<file path="config.mk">
export PLATFORM = sky130hd
export DESIGN_NAME = alu_arbiter
export DESIGN_NICKNAME = d
export VERILOG_FILES = /design/src/rtl/alu_pkg.sv /design/src/rtl/alu.sv /design/src/rtl/alu_arb_slot.sv /design/src/rtl/alu_arbiter.sv
export SDC_FILE = /design/constraint.sdc
export NUM_CORES = 1
export LEC_CHECK = 0
export CAP_MARGIN = 20
export CORE_ASPECT_RATIO = 0.9
export CORE_MARGIN = 2
export CORE_UTILIZATION = 35
export CTS_CLUSTER_SIZE = 40
export DETAILED_ROUTE_END_ITERATION = 7
export GPL_TIMING_DRIVEN = 0
export PLACE_DENSITY_LB_ADDON = 0.25
export SLEW_MARGIN = 20
export SYNTH_ARGS = -nofsm -noshare
export SYNTH_HDL_FRONTEND = slang
export SYNTH_HIERARCHICAL = 1
export SYNTH_SLANG_ARGS = --single-unit
export TNS_END_PERCENT = 30
</file>
<file path="constraint.sdc">
create_clock -name clk -period 4.9 [get_ports clk]
set_clock_uncertainty 0.05 [all_clocks]
set_input_delay 0.735 -clock clk [delete_from_list [all_inputs] [get_ports clk]]
set_output_delay 0.735 -clock clk [all_outputs]
set_load 0.01 [all_outputs]
</file>
<file path="src/rtl/alu_pkg.sv">
// Shared ALU definitions: op encodings used by the decoder, the ALU and the arbiter,
// plus the arbiter's round-robin pointer type.
package alu_pkg;

    localparam int CTRL_WIDTH = 4;

    localparam logic [CTRL_WIDTH-1:0] ALU_ADD  = 4'b0000;
    localparam logic [CTRL_WIDTH-1:0] ALU_SLL  = 4'b0001;
    localparam logic [CTRL_WIDTH-1:0] ALU_SLT  = 4'b0010;
    localparam logic [CTRL_WIDTH-1:0] ALU_SLTU = 4'b0011;
    localparam logic [CTRL_WIDTH-1:0] ALU_XOR  = 4'b0100;
    localparam logic [CTRL_WIDTH-1:0] ALU_SRL  = 4'b0101;
    localparam logic [CTRL_WIDTH-1:0] ALU_SRA  = 4'b1101;
    localparam logic [CTRL_WIDTH-1:0] ALU_OR   = 4'b0110;
    localparam logic [CTRL_WIDTH-1:0] ALU_AND  = 4'b0111;

    typedef enum logic {
        PRIO_REQ0 = 1'b0,
        PRIO_REQ1 = 1'b1
    } prio_t;

endpackage

</file>
<file path="src/rtl/alu.sv">
// Combinational integer ALU shared across the pipeline; unknown ctrl encodings yield zero.
module ALU
    import alu_pkg::*;
#(
    parameter int REG_DATA_WIDTH = 32
) (
    input  logic                      clk,
    input  logic                      nreset,
    input  logic [REG_DATA_WIDTH-1:0] din_0,
    input  logic [REG_DATA_WIDTH-1:0] din_1,
    input  logic [CTRL_WIDTH-1:0]     ctrl,
    output logic [REG_DATA_WIDTH-1:0] result
);

    localparam int SHW = $clog2(REG_DATA_WIDTH);

    // Clock and reset are part of the ALU's port contract but the datapath is purely combinational.
    logic unused_clk_rst;
    assign unused_clk_rst = clk ^ nreset;

    logic [SHW-1:0] shamt;
    assign shamt = din_1[SHW-1:0];

    always_comb begin
        result = '0;
        case (ctrl)
            ALU_ADD:  result = din_0 + din_1;
            ALU_SLL:  result = din_0 << shamt;
            ALU_SLT:  result = {{(REG_DATA_WIDTH-1){1'b0}}, $signed(din_0) < $signed(din_1)};
            ALU_SLTU: result = {{(REG_DATA_WIDTH-1){1'b0}}, din_0 < din_1};
            ALU_XOR:  result = din_0 ^ din_1;
            ALU_SRL:  result = din_0 >> shamt;
            ALU_SRA:  result = $unsigned($signed(din_0) >>> shamt);
            ALU_OR:   result = din_0 | din_1;
            ALU_AND:  result = din_0 & din_1;
            default:  result = '0;
        endcase
    end

endmodule

</file>
<file path="src/rtl/alu_arb_slot.sv">
// One-entry registered response buffer: push captures a result, pop without push empties it,
// otherwise the stored result is held.
module alu_arb_slot #(
    parameter int WIDTH = 32
) (
    input  logic             clk,
    input  logic             nreset,
    input  logic             push,
    input  logic             pop,
    input  logic [WIDTH-1:0] din,
    output logic             valid,
    output logic [WIDTH-1:0] result
);

    always_ff @(posedge clk or negedge nreset) begin
        if (!nreset) begin
            valid  <= 1'b0;
            result <= '0;
        end else if (push) begin
            valid  <= 1'b1;
            result <= din;
        end else if (pop) begin
            valid  <= 1'b0;
        end
    end

endmodule

</file>
<file path="src/rtl/alu_arbiter.sv">
// Round-robin arbiter sharing one ALU between execute (req 0) and AGU/branch-target (req 1).
// Define ALU_ARB_STATS_EN to add saturating per-requester grant counters.
module alu_arbiter #(
    parameter int REG_DATA_WIDTH = 32,
    parameter int CTRL_WIDTH     = alu_pkg::CTRL_WIDTH
) (
    input  logic                      clk,
    input  logic                      nreset,
    input  logic                      req0_valid,
    output logic                      req0_ready,
    input  logic [REG_DATA_WIDTH-1:0] req0_din_0,
    input  logic [REG_DATA_WIDTH-1:0] req0_din_1,
    input  logic [CTRL_WIDTH-1:0]     req0_ctrl,
    input  logic                      req1_valid,
    output logic                      req1_ready,
    input  logic [REG_DATA_WIDTH-1:0] req1_din_0,
    input  logic [REG_DATA_WIDTH-1:0] req1_din_1,
    input  logic [CTRL_WIDTH-1:0]     req1_ctrl,
    output logic                      rsp0_valid,
    input  logic                      rsp0_ready,
    output logic [REG_DATA_WIDTH-1:0] rsp0_result,
    output logic                      rsp1_valid,
    input  logic                      rsp1_ready,
`ifdef ALU_ARB_STATS_EN
    output logic [REG_DATA_WIDTH-1:0] rsp1_result,
    output logic [31:0]               stat_grant0,
    output logic [31:0]               stat_grant1
`else
    output logic [REG_DATA_WIDTH-1:0] rsp1_result
`endif
);

    import alu_pkg::*;

    prio_t prio, prio_next;
    logic  elig0, elig1;
    logic  grant0, grant1;
    logic  pop0, pop1;

    logic [REG_DATA_WIDTH-1:0] alu_din_0, alu_din_1, alu_result;
    logic [CTRL_WIDTH-1:0]     alu_ctrl;

    // A slot being drained this cycle can accept a new result on the same edge.
    assign pop0  = rsp0_valid && rsp0_ready;
    assign pop1  = rsp1_valid && rsp1_ready;
    assign elig0 = req0_valid && (!rsp0_valid || rsp0_ready);
    assign elig1 = req1_valid && (!rsp1_valid || rsp1_ready);

    always_ff @(posedge clk or negedge nreset) begin
        if (!nreset) begin
            prio <= PRIO_REQ0;
        end else begin
            prio <= prio_next;
        end
    end

    // Grants are masked by reset so no op is accepted while state is being cleared.
    always_comb begin
        grant0    = 1'b0;
        grant1    = 1'b0;
        prio_next = prio;
        if (nreset) begin
            grant0 = elig0 && (!elig1 || (prio == PRIO_REQ0));
            grant1 = elig1 && (!elig0 || (prio == PRIO_REQ1));
        end
        if (grant0) begin
            prio_next = PRIO_REQ1;
        end else if (grant1) begin
            prio_next = PRIO_REQ0;
        end
    end

    assign req0_ready = grant0;
    assign req1_ready = grant1;

    always_comb begin
        alu_din_0 = req0_din_0;
        alu_din_1 = req0_din_1;
        alu_ctrl  = req0_ctrl;
        if (grant1) begin
            alu_din_0 = req1_din_0;
            alu_din_1 = req1_din_1;
            alu_ctrl  = req1_ctrl;
        end
    end

    ALU #(
        .REG_DATA_WIDTH(REG_DATA_WIDTH)
    ) u_alu (
        .clk   (clk),
        .nreset(nreset),
        .din_0 (alu_din_0),
        .din_1 (alu_din_1),
        .ctrl  (alu_ctrl),
        .result(alu_result)
    );

    alu_arb_slot #(
        .WIDTH(REG_DATA_WIDTH)
    ) u_slot0 (
        .clk   (clk),
        .nreset(nreset),
        .push  (grant0),
        .pop   (pop0),
        .din   (alu_result),
        .valid (rsp0_valid),
        .result(rsp0_result)
    );

    alu_arb_slot #(
        .WIDTH(REG_DATA_WIDTH)
    ) u_slot1 (
        .clk   (clk),
        .nreset(nreset),
        .push  (grant1),
        .pop   (pop1),
        .din   (alu_result),
        .valid (rsp1_valid),
        .result(rsp1_result)
    );

`ifdef ALU_ARB_STATS_EN
    logic [31:0] grant_cnt0, grant_cnt1;

    // Counters stick at all-ones rather than wrapping.
    always_ff @(posedge clk or negedge nreset) begin
        if (!nreset) begin
            grant_cnt0 <= '0;
            grant_cnt1 <= '0;
        end else begin
            if (grant0 && (grant_cnt0 != 32'hFFFF_FFFF)) grant_cnt0 <= grant_cnt0 + 32'd1;
            if (grant1 && (grant_cnt1 != 32'hFFFF_FFFF)) grant_cnt1 <= grant_cnt1 + 32'd1;
        end
    end

    assign stat_grant0 = grant_cnt0;
    assign stat_grant1 = grant_cnt1;
`else
`endif

endmodule

</file>
* Yosys cells after proc, flatten, opt, wreduce, memory -nomap -nowiden
Index checks and enable logic that the tools add are counted.
Word-level totals: register bits 67, input bits 142, output and inout bits 68, logic and storage cells 53
Cells by class: $add $sub $neg 1, order comparisons 2, equality and inequality tests 8, shift-type cells 3, multiplexer cells 12, bitwise operators 4, reductions and logical operators 18
Operator list (count):
- 32-bit case mux with 9 select lines | 1
- 32-bit less-than comparator | 2
- 32-bit two-way mux | 2
- 32-bit adder | 1
- 32-bit bitwise AND | 1
- 32-bit bitwise OR | 1
- 32-bit by 5-bit << shifter with 32-bit output | 1
- 32-bit by 5-bit right shift with 32-bit output | 1
- 32-bit by 5-bit >>> shifter with 32-bit output | 1
- 32-bit bitwise XOR | 1
- 4-bit by 3-bit equality test with 1-bit output, second input constant | 4
- 4-bit by 2-bit equality test with 1-bit output, second input constant | 2
- 1-bit two-way mux | 8
- 1-bit logical AND | 6
- 2-bit nonzero test | 3
- 4-bit by 1-bit equality test with 1-bit output, second input constant | 1
- 4-bit equality test, second input constant | 1
- 1-bit logical NOT | 4
- 4-bit logical NOT | 1
- 1-bit logical OR | 4
- 4-bit two-way mux | 1
- 1-bit inverter | 1

* Logic depth before layout (Yosys ltp)
word-level depth 10, gate-level depth with buffers 18, mapped depth without buffers 14

* Hierarchy
Netlist, hierarchy kept.
Modules (own cells, without submodules):
- ALU | times used 1, cells an instance 1008, area an instance 7272.0 µm², seq. area each 0.0 µm²
- alu_arb_slot | times used 2, cells an instance 71, area an instance 1377.6 µm², seq. area each 825.8 µm²
- alu_arbiter | times used 1, cells an instance 89, area an instance 908.4 µm², seq. area each 25.0 µm²

* Worst setup path after synthesis
No wires, ideal clock.
path kind input to register, from input rsp0_ready, to register u_slot0.result[28], library setup time 125 ps, data arrival time 4596 ps, data required time 4725 ps, path slack 129 ps, stages 18, path buffers 4, cell sequence nand2b_1 a211oi_2 buf_2 mux2_2 buf_2 clkinv_1 buf_2 clkbuf_1 ha_1 a21o_1 a221oi_2 o221ai_1 nand2_1 o31ai_1 a41oi_1 mux2i_1 or2_1 mux2_4
On the way: cells in the longest elaborated chain, start to end 9, elaborated cells on any way between the ends 28, those cells by class add/sub: 1; eq/ne: 8; shift: 3; mux: 6; bitwise: 3; reduce/logical: 7
RTL lines:
- start: declaration | RTL line alu_arbiter.sv:20 | input logic rsp0_ready,
- 1-bit logical OR (*) | RTL line alu_arbiter.sv:46 | assign elig0 = req0_valid && (!rsp0_valid || rsp0_ready);
- 1-bit logical AND (*) | RTL line alu_arbiter.sv:46
- 1-bit logical NOT (*) | RTL line alu_arbiter.sv:64 | grant1 = elig1 && (!elig0 || (prio == PRIO_REQ1));
- 1-bit logical OR (*) | RTL line alu_arbiter.sv:64
- 1-bit logical AND (*) | RTL line alu_arbiter.sv:64
- 1-bit two-way mux (*) | RTL line alu_arbiter.sv:62 | if (nreset) begin
- 32-bit two-way mux (*) | RTL line alu_arbiter.sv:80 | if (grant1) begin
- via alu_din_1[2] | RTL line alu_arbiter.sv:40 | logic [REG_DATA_WIDTH-1:0] alu_din_0, alu_din_1, alu_result;
- 32-bit adder (tied with other cells) | RTL line alu.sv:27 | ALU_ADD: result = din_0 + din_1;
- 32-bit case mux with 9 select lines (*) | RTL line alu.sv:26 | case (ctrl)
- via alu_result[28] | RTL line alu_arbiter.sv:40
- end signal: assignment | RTL line alu_arb_slot.sv:21 | result <= din;
- end: declaration | RTL line alu_arb_slot.sv:12 | output logic [WIDTH-1:0] result
Mark *: on every way through the listed nets, which the timed path passes. The rest lies on a longest branch. A chain may end at the register's enable or synchronous reset.

* Final worst setup path
from input rsp0_ready, to register u_slot1.result[2]
On the way: cells in the longest elaborated chain, start to end 9, elaborated cells on any way between the ends 26, those cells by class add/sub: 1; eq/ne: 8; shift: 3; mux: 5; bitwise: 3; reduce/logical: 6
RTL lines:
- 1-bit logical OR (*) | RTL line alu_arbiter.sv:46
- 1-bit logical AND (*) | RTL line alu_arbiter.sv:46
- 1-bit logical NOT (*) | RTL line alu_arbiter.sv:64
- 1-bit logical OR (*) | RTL line alu_arbiter.sv:64
- 1-bit logical AND (*) | RTL line alu_arbiter.sv:64
- 1-bit two-way mux (*) | RTL line alu_arbiter.sv:62
- 4-bit two-way mux (*) | RTL line alu_arbiter.sv:80
- via alu_ctrl[2] | RTL line alu_arbiter.sv:41 | logic [CTRL_WIDTH-1:0] alu_ctrl;
- 4-bit by 3-bit equality test with 1-bit output (tied with other cells) | RTL line alu.sv:26
- 32-bit case mux with 9 select lines (*) | RTL line alu.sv:26
- via alu_result[2] | RTL line alu_arbiter.sv:40
- end signal: assignment | RTL line alu_arb_slot.sv:21
- end: declaration | RTL line alu_arb_slot.sv:12
Marks and branches as above.

==> impl_metrics.env <==
export IMPL_result_of_the_run="complete, no violations"
export IMPL_ant_nets=0
export IMPL_drt_wirelength_per_cell_um=27.86
export IMPL_die_height_um=171.7
export IMPL_initial_core_util_pct=35.47
export IMPL_dieArea_um2=32680
export IMPL_dr_pass1_iters=6
export IMPL_cts_inserted_buffers=9
export IMPL_max_slew_margin_rel_pct=31.02
export IMPL_dr_first_iter_drc_count=1224
export IMPL_critPathSlowestCell="sky130_fd_sc_hd__clkbuf_1"
export IMPL_core_um2=30830
export IMPL_tritoncts_num_sinks=67
export IMPL_mostFrequentLayoutCells="208 x sky130_fd_sc_hd__clkdlybuf4s50_1, 123 x sky130_fd_sc_hd__nor2_1, 88 x sky130_fd_sc_hd__ha_1"
export IMPL_syn2layout_area_growth_pct=34.57
export IMPL_hold_viol=0
export IMPL_finalWeightedCongestion=1.009
export IMPL_timing_critical_path_to_type="register"
export IMPL_p_switching_mw=2.413
export IMPL_clock_pin_slew_on_the_worst_setup_and_hold_paths_ns=0.06
export IMPL_dpl_hpwl_mm=41.46
export IMPL_synth_largest_area_cell="sky130_fd_sc_hd__dfrtp_1"
export IMPL_grt_start_max_net_pins=26
export IMPL_final_period_util_pct=98.92
export IMPL_synth_yosys_warnings=6
export IMPL_layout_drive_gt1_share_pct=24.95
export IMPL_cp_data_required_time_ns=5.13
export IMPL_die_w_um=190.3
export IMPL_grt_util_all_layers_pct=31.86
export IMPL_layout_commonest_cell="sky130_fd_sc_hd__clkdlybuf4s50_1"
export IMPL_worst_vdd_drop_mv=0.2016
export IMPL_rsz0062_at_grt="true"
export IMPL_synthTopCellsByArea="sky130_fd_sc_hd__dfrtp_1 15%, sky130_fd_sc_hd__ha_1 11%, sky130_fd_sc_hd__mux4_2 10%"
export IMPL_synth_nets=1479
export IMPL_layout_min_cycle_time_ns=4.847
export IMPL_timing_final_max_slew_violations=0
export IMPL_grt_first_pass_wirelength_mm=75.51
export IMPL_worst_case_clock_buffer_depth=2
export IMPL_fin_setup_tns_ns=0
export IMPL_overflow=0
export IMPL_syn_cell_area_um2=10940
export IMPL_htree_levels=3
export IMPL_powerDensity_nw_per_um2=375.5
export IMPL_drt_drc_violations_left=0
export IMPL_timing_critical_path_slowest_cell_delay_ns=0.60
export IMPL_clock_power_share_pct=12.7
export IMPL_netSwitchingFraction_pct=43.67
export IMPL_ys_dominant_reg_cell="sky130_fd_sc_hd__dfrtp_1"
export IMPL_ys_seq_elements=67
export IMPL_routed_vias_inst=6.094
export IMPL_yosys_cell_types_count=80
export IMPL_cts_root_buffer_cell="sky130_fd_sc_hd__clkbuf_16"
export IMPL_synth_top_area_share_pct=15.33
export IMPL_internal_power_mw=3.112
export IMPL_crit_fanout=10
export IMPL_finalSetupViolations=0
export IMPL_nets=1711
export IMPL_criticalPathCategory="input pin to register"
export IMPL_postSynthCellCount=1239
export IMPL_ctsHoldBuffers=0
export IMPL_worst_slew_pin_slew_ns=1.027
export IMPL_power_share_combinational_pct=69.3
export IMPL_worstPathCellList="clkdlybuf4s50_1, nand2b_4, a211oi_4, buf_12, buf_12, buf_6, mux2_2, buf_2, nor2b_1, and3_1, clkbuf_1, clkbuf_1, nand2_1, o221ai_1, a31oi_1, o21ai_1, mux2_4"
export IMPL_cap_violations=0
export IMPL_ys_async_sr_fraction_pct=100.0
export IMPL_max_freq_ghz=0.2063
export IMPL_synth_yosys_seq_area_share_pct=15.33
export IMPL_synth_edff_count=0
export IMPL_fill_cells=3024
export IMPL_route_vias_total=11488
export IMPL_worstPathArrival_ns=5.08
export IMPL_rows=61
export IMPL_place_port_buffers=209
export IMPL_leakage_nw=6.177
export IMPL_cts_tree="built"
export IMPL_p_seq_share_pct=18.0
export IMPL_insertion_delay_ns=0.34
export IMPL_total_i_o_pin_count=210
export IMPL_synth_area_per_cell_um2=8.826
export IMPL_fin_total_pwr_mw=5.526
export IMPL_via_count_of_the_first_global_routing_pass=11045
export IMPL_critPathLaunchType="input pin"
export IMPL_initial_antenna_violation_count=2
export IMPL_totalWireLength_mm=52.51
export IMPL_whs_ns=0.1732
export IMPL_worstHoldPathType="input pin to async pin"
-- routing by layer --
| layer | vias to the layer above | global-route usage (%) | wire, um |
|---|---|---|---|
| li1 | 5037 | - | - |
| met1 | 5673 | 45.49 | 23160 |
| met2 | 694 | 49.04 | 22620 |
| met3 | 84 | 6.693 | 5310 |
| met4 | 0 | 7.381 | 1421 |
| met5 | - | 0 | 0 |
-- flip-flops by register name, summed over array words and instances (netlist names) --
| name | flops |
|---|---|
| u_slot1/valid | 1 |
| u_slot0/valid | 1 |
| u_slot1/result | 32 |
| u_slot0/result | 32 |
| prio | 1 |
-- synth_stat cells (9+ instances only) --
cell type and number:
sky130_fd_sc_hd__a211oi_1 14, sky130_fd_sc_hd__a21oi_1 92, sky130_fd_sc_hd__a221oi_1 13, sky130_fd_sc_hd__a22oi_1 16, sky130_fd_sc_hd__a31oi_1 9, sky130_fd_sc_hd__buf_2 26
sky130_fd_sc_hd__clkbuf_1 54, sky130_fd_sc_hd__dfrtp_1 67, sky130_fd_sc_hd__ha_1 97, sky130_fd_sc_hd__inv_1 81, sky130_fd_sc_hd__mux2_1 9, sky130_fd_sc_hd__mux2_2 74
sky130_fd_sc_hd__mux2_4 58, sky130_fd_sc_hd__mux2i_1 41, sky130_fd_sc_hd__mux4_2 50, sky130_fd_sc_hd__nand2_1 71, sky130_fd_sc_hd__nand3_1 22, sky130_fd_sc_hd__nor2_1 126
sky130_fd_sc_hd__nor2b_1 9, sky130_fd_sc_hd__nor3_1 25, sky130_fd_sc_hd__o211ai_1 16, sky130_fd_sc_hd__o21ai_0 56, sky130_fd_sc_hd__o21ai_1 17, sky130_fd_sc_hd__o21bai_1 10
sky130_fd_sc_hd__o221ai_1 14, sky130_fd_sc_hd__o22ai_1 9, sky130_fd_sc_hd__xnor2_1 11, sky130_fd_sc_hd__xor2_1 9
-- power groups by stage --
stage	Clock [mW]	Combinational [mW]	Sequential, mW
final	0.701	3.83	0.995
after floorplan	0	1.93	1.10
after detailed placement	0	3.50	1.00
after CTS	0.716	3.66	0.999
after global routing	0.740	4.03	1.03
after global placement	0	3.49	0.994
-- kinds of logic after synthesis --
| family | share of synthesized area [%] |
|---|---|
| xor gates and xnor gates | 1.602 |
| muxes | 30.93 |
| buffers and inverters | 8.329 |
| AOI/OAI and AO/OA | 20.14 |
| adders and majority gates | 11.28 |
| DFF | 15.33 |
| and+or+nand+nor | 12.39 |
-- area by class of cell --
| cell class | instances | area, um2 | area share [%] |
|---|---|---|---|
| Multi-Input combinational cell | 985 | 8813 | 59.89 |
| Sequential cell | 67 | 1677 | 11.39 |
| Buffer | 91 | 704.4 | 4.787 |
| Tap cell | 409 | 511.7 | 3.478 |
| Timing Repair Buffer | 233 | 2360 | 16.04 |
| Inverter | 84 | 331.6 | 2.253 |
| Antenna cell | 1 | 2.502 | 0.01701 |
| Clock inverter | 6 | 90.09 | 0.6122 |
| Clock buffer | 9 | 225.2 | 1.530 |
-- worst paths after layout --
kind | slack (ns) | startpoint | cells after the start | endpoint
max | 0.05 | rsp0_ready | 17 | u_slot1/result[2]$_DFFE_PN0P_
min | 0.17 | nreset | 1 | u_slot1/result[8]$_DFFE_PN0P_
max reg2reg | 0.51 | u_slot1/valid$_DFFE_PN0P_ | 16 | u_slot1/result[2]$_DFFE_PN0P_
min reg2reg | 0.46 | u_slot1/result[21]$_DFFE_PN0P_ | 1 | u_slot1/result[21]$_DFFE_PN0P_
max in group asynchronous | 4.11 | nreset | 2 | u_slot0/result[21]$_DFFE_PN0P_
min in group clk | 0.46 | u_slot1/result[21]$_DFFE_PN0P_ | 1 | u_slot1/result[21]$_DFFE_PN0P_
-- timing repair --
item,in CTS,in global routing
resized for setup,113,70
setup buffers,9,13
endpoints found under the setup margin,64,63
cloned,1,0
pin swaps,10,14
-- worst max-delay path, delay by kind of cell --
| kind | cells | cell delay [ns] |
|---|---|---|
| muxes | 2 | 0.42 |
| AOI/OAI and AO/OA | 4 | 0.87 |
| and+or+nand+nor | 4 | 0.95 |
| buffers and inverters | 7 | 2.08 |
-- stage by stage --
step	util, %	std cells	area, um2	setup WS (ns)
after floorplan	-	1239	10940	0.1291
after global placement	43.91	1857	13540	-5.069
after detailed placement	44.01	1858	13570	-2.366
after CTS	46.65	1879	14390	-0.03409
after global routing	47.72	1884	14710	-0.06103
final	47.72	1885	14720	0.05291
No activity file was read; power rests on OpenSTA's default activity.
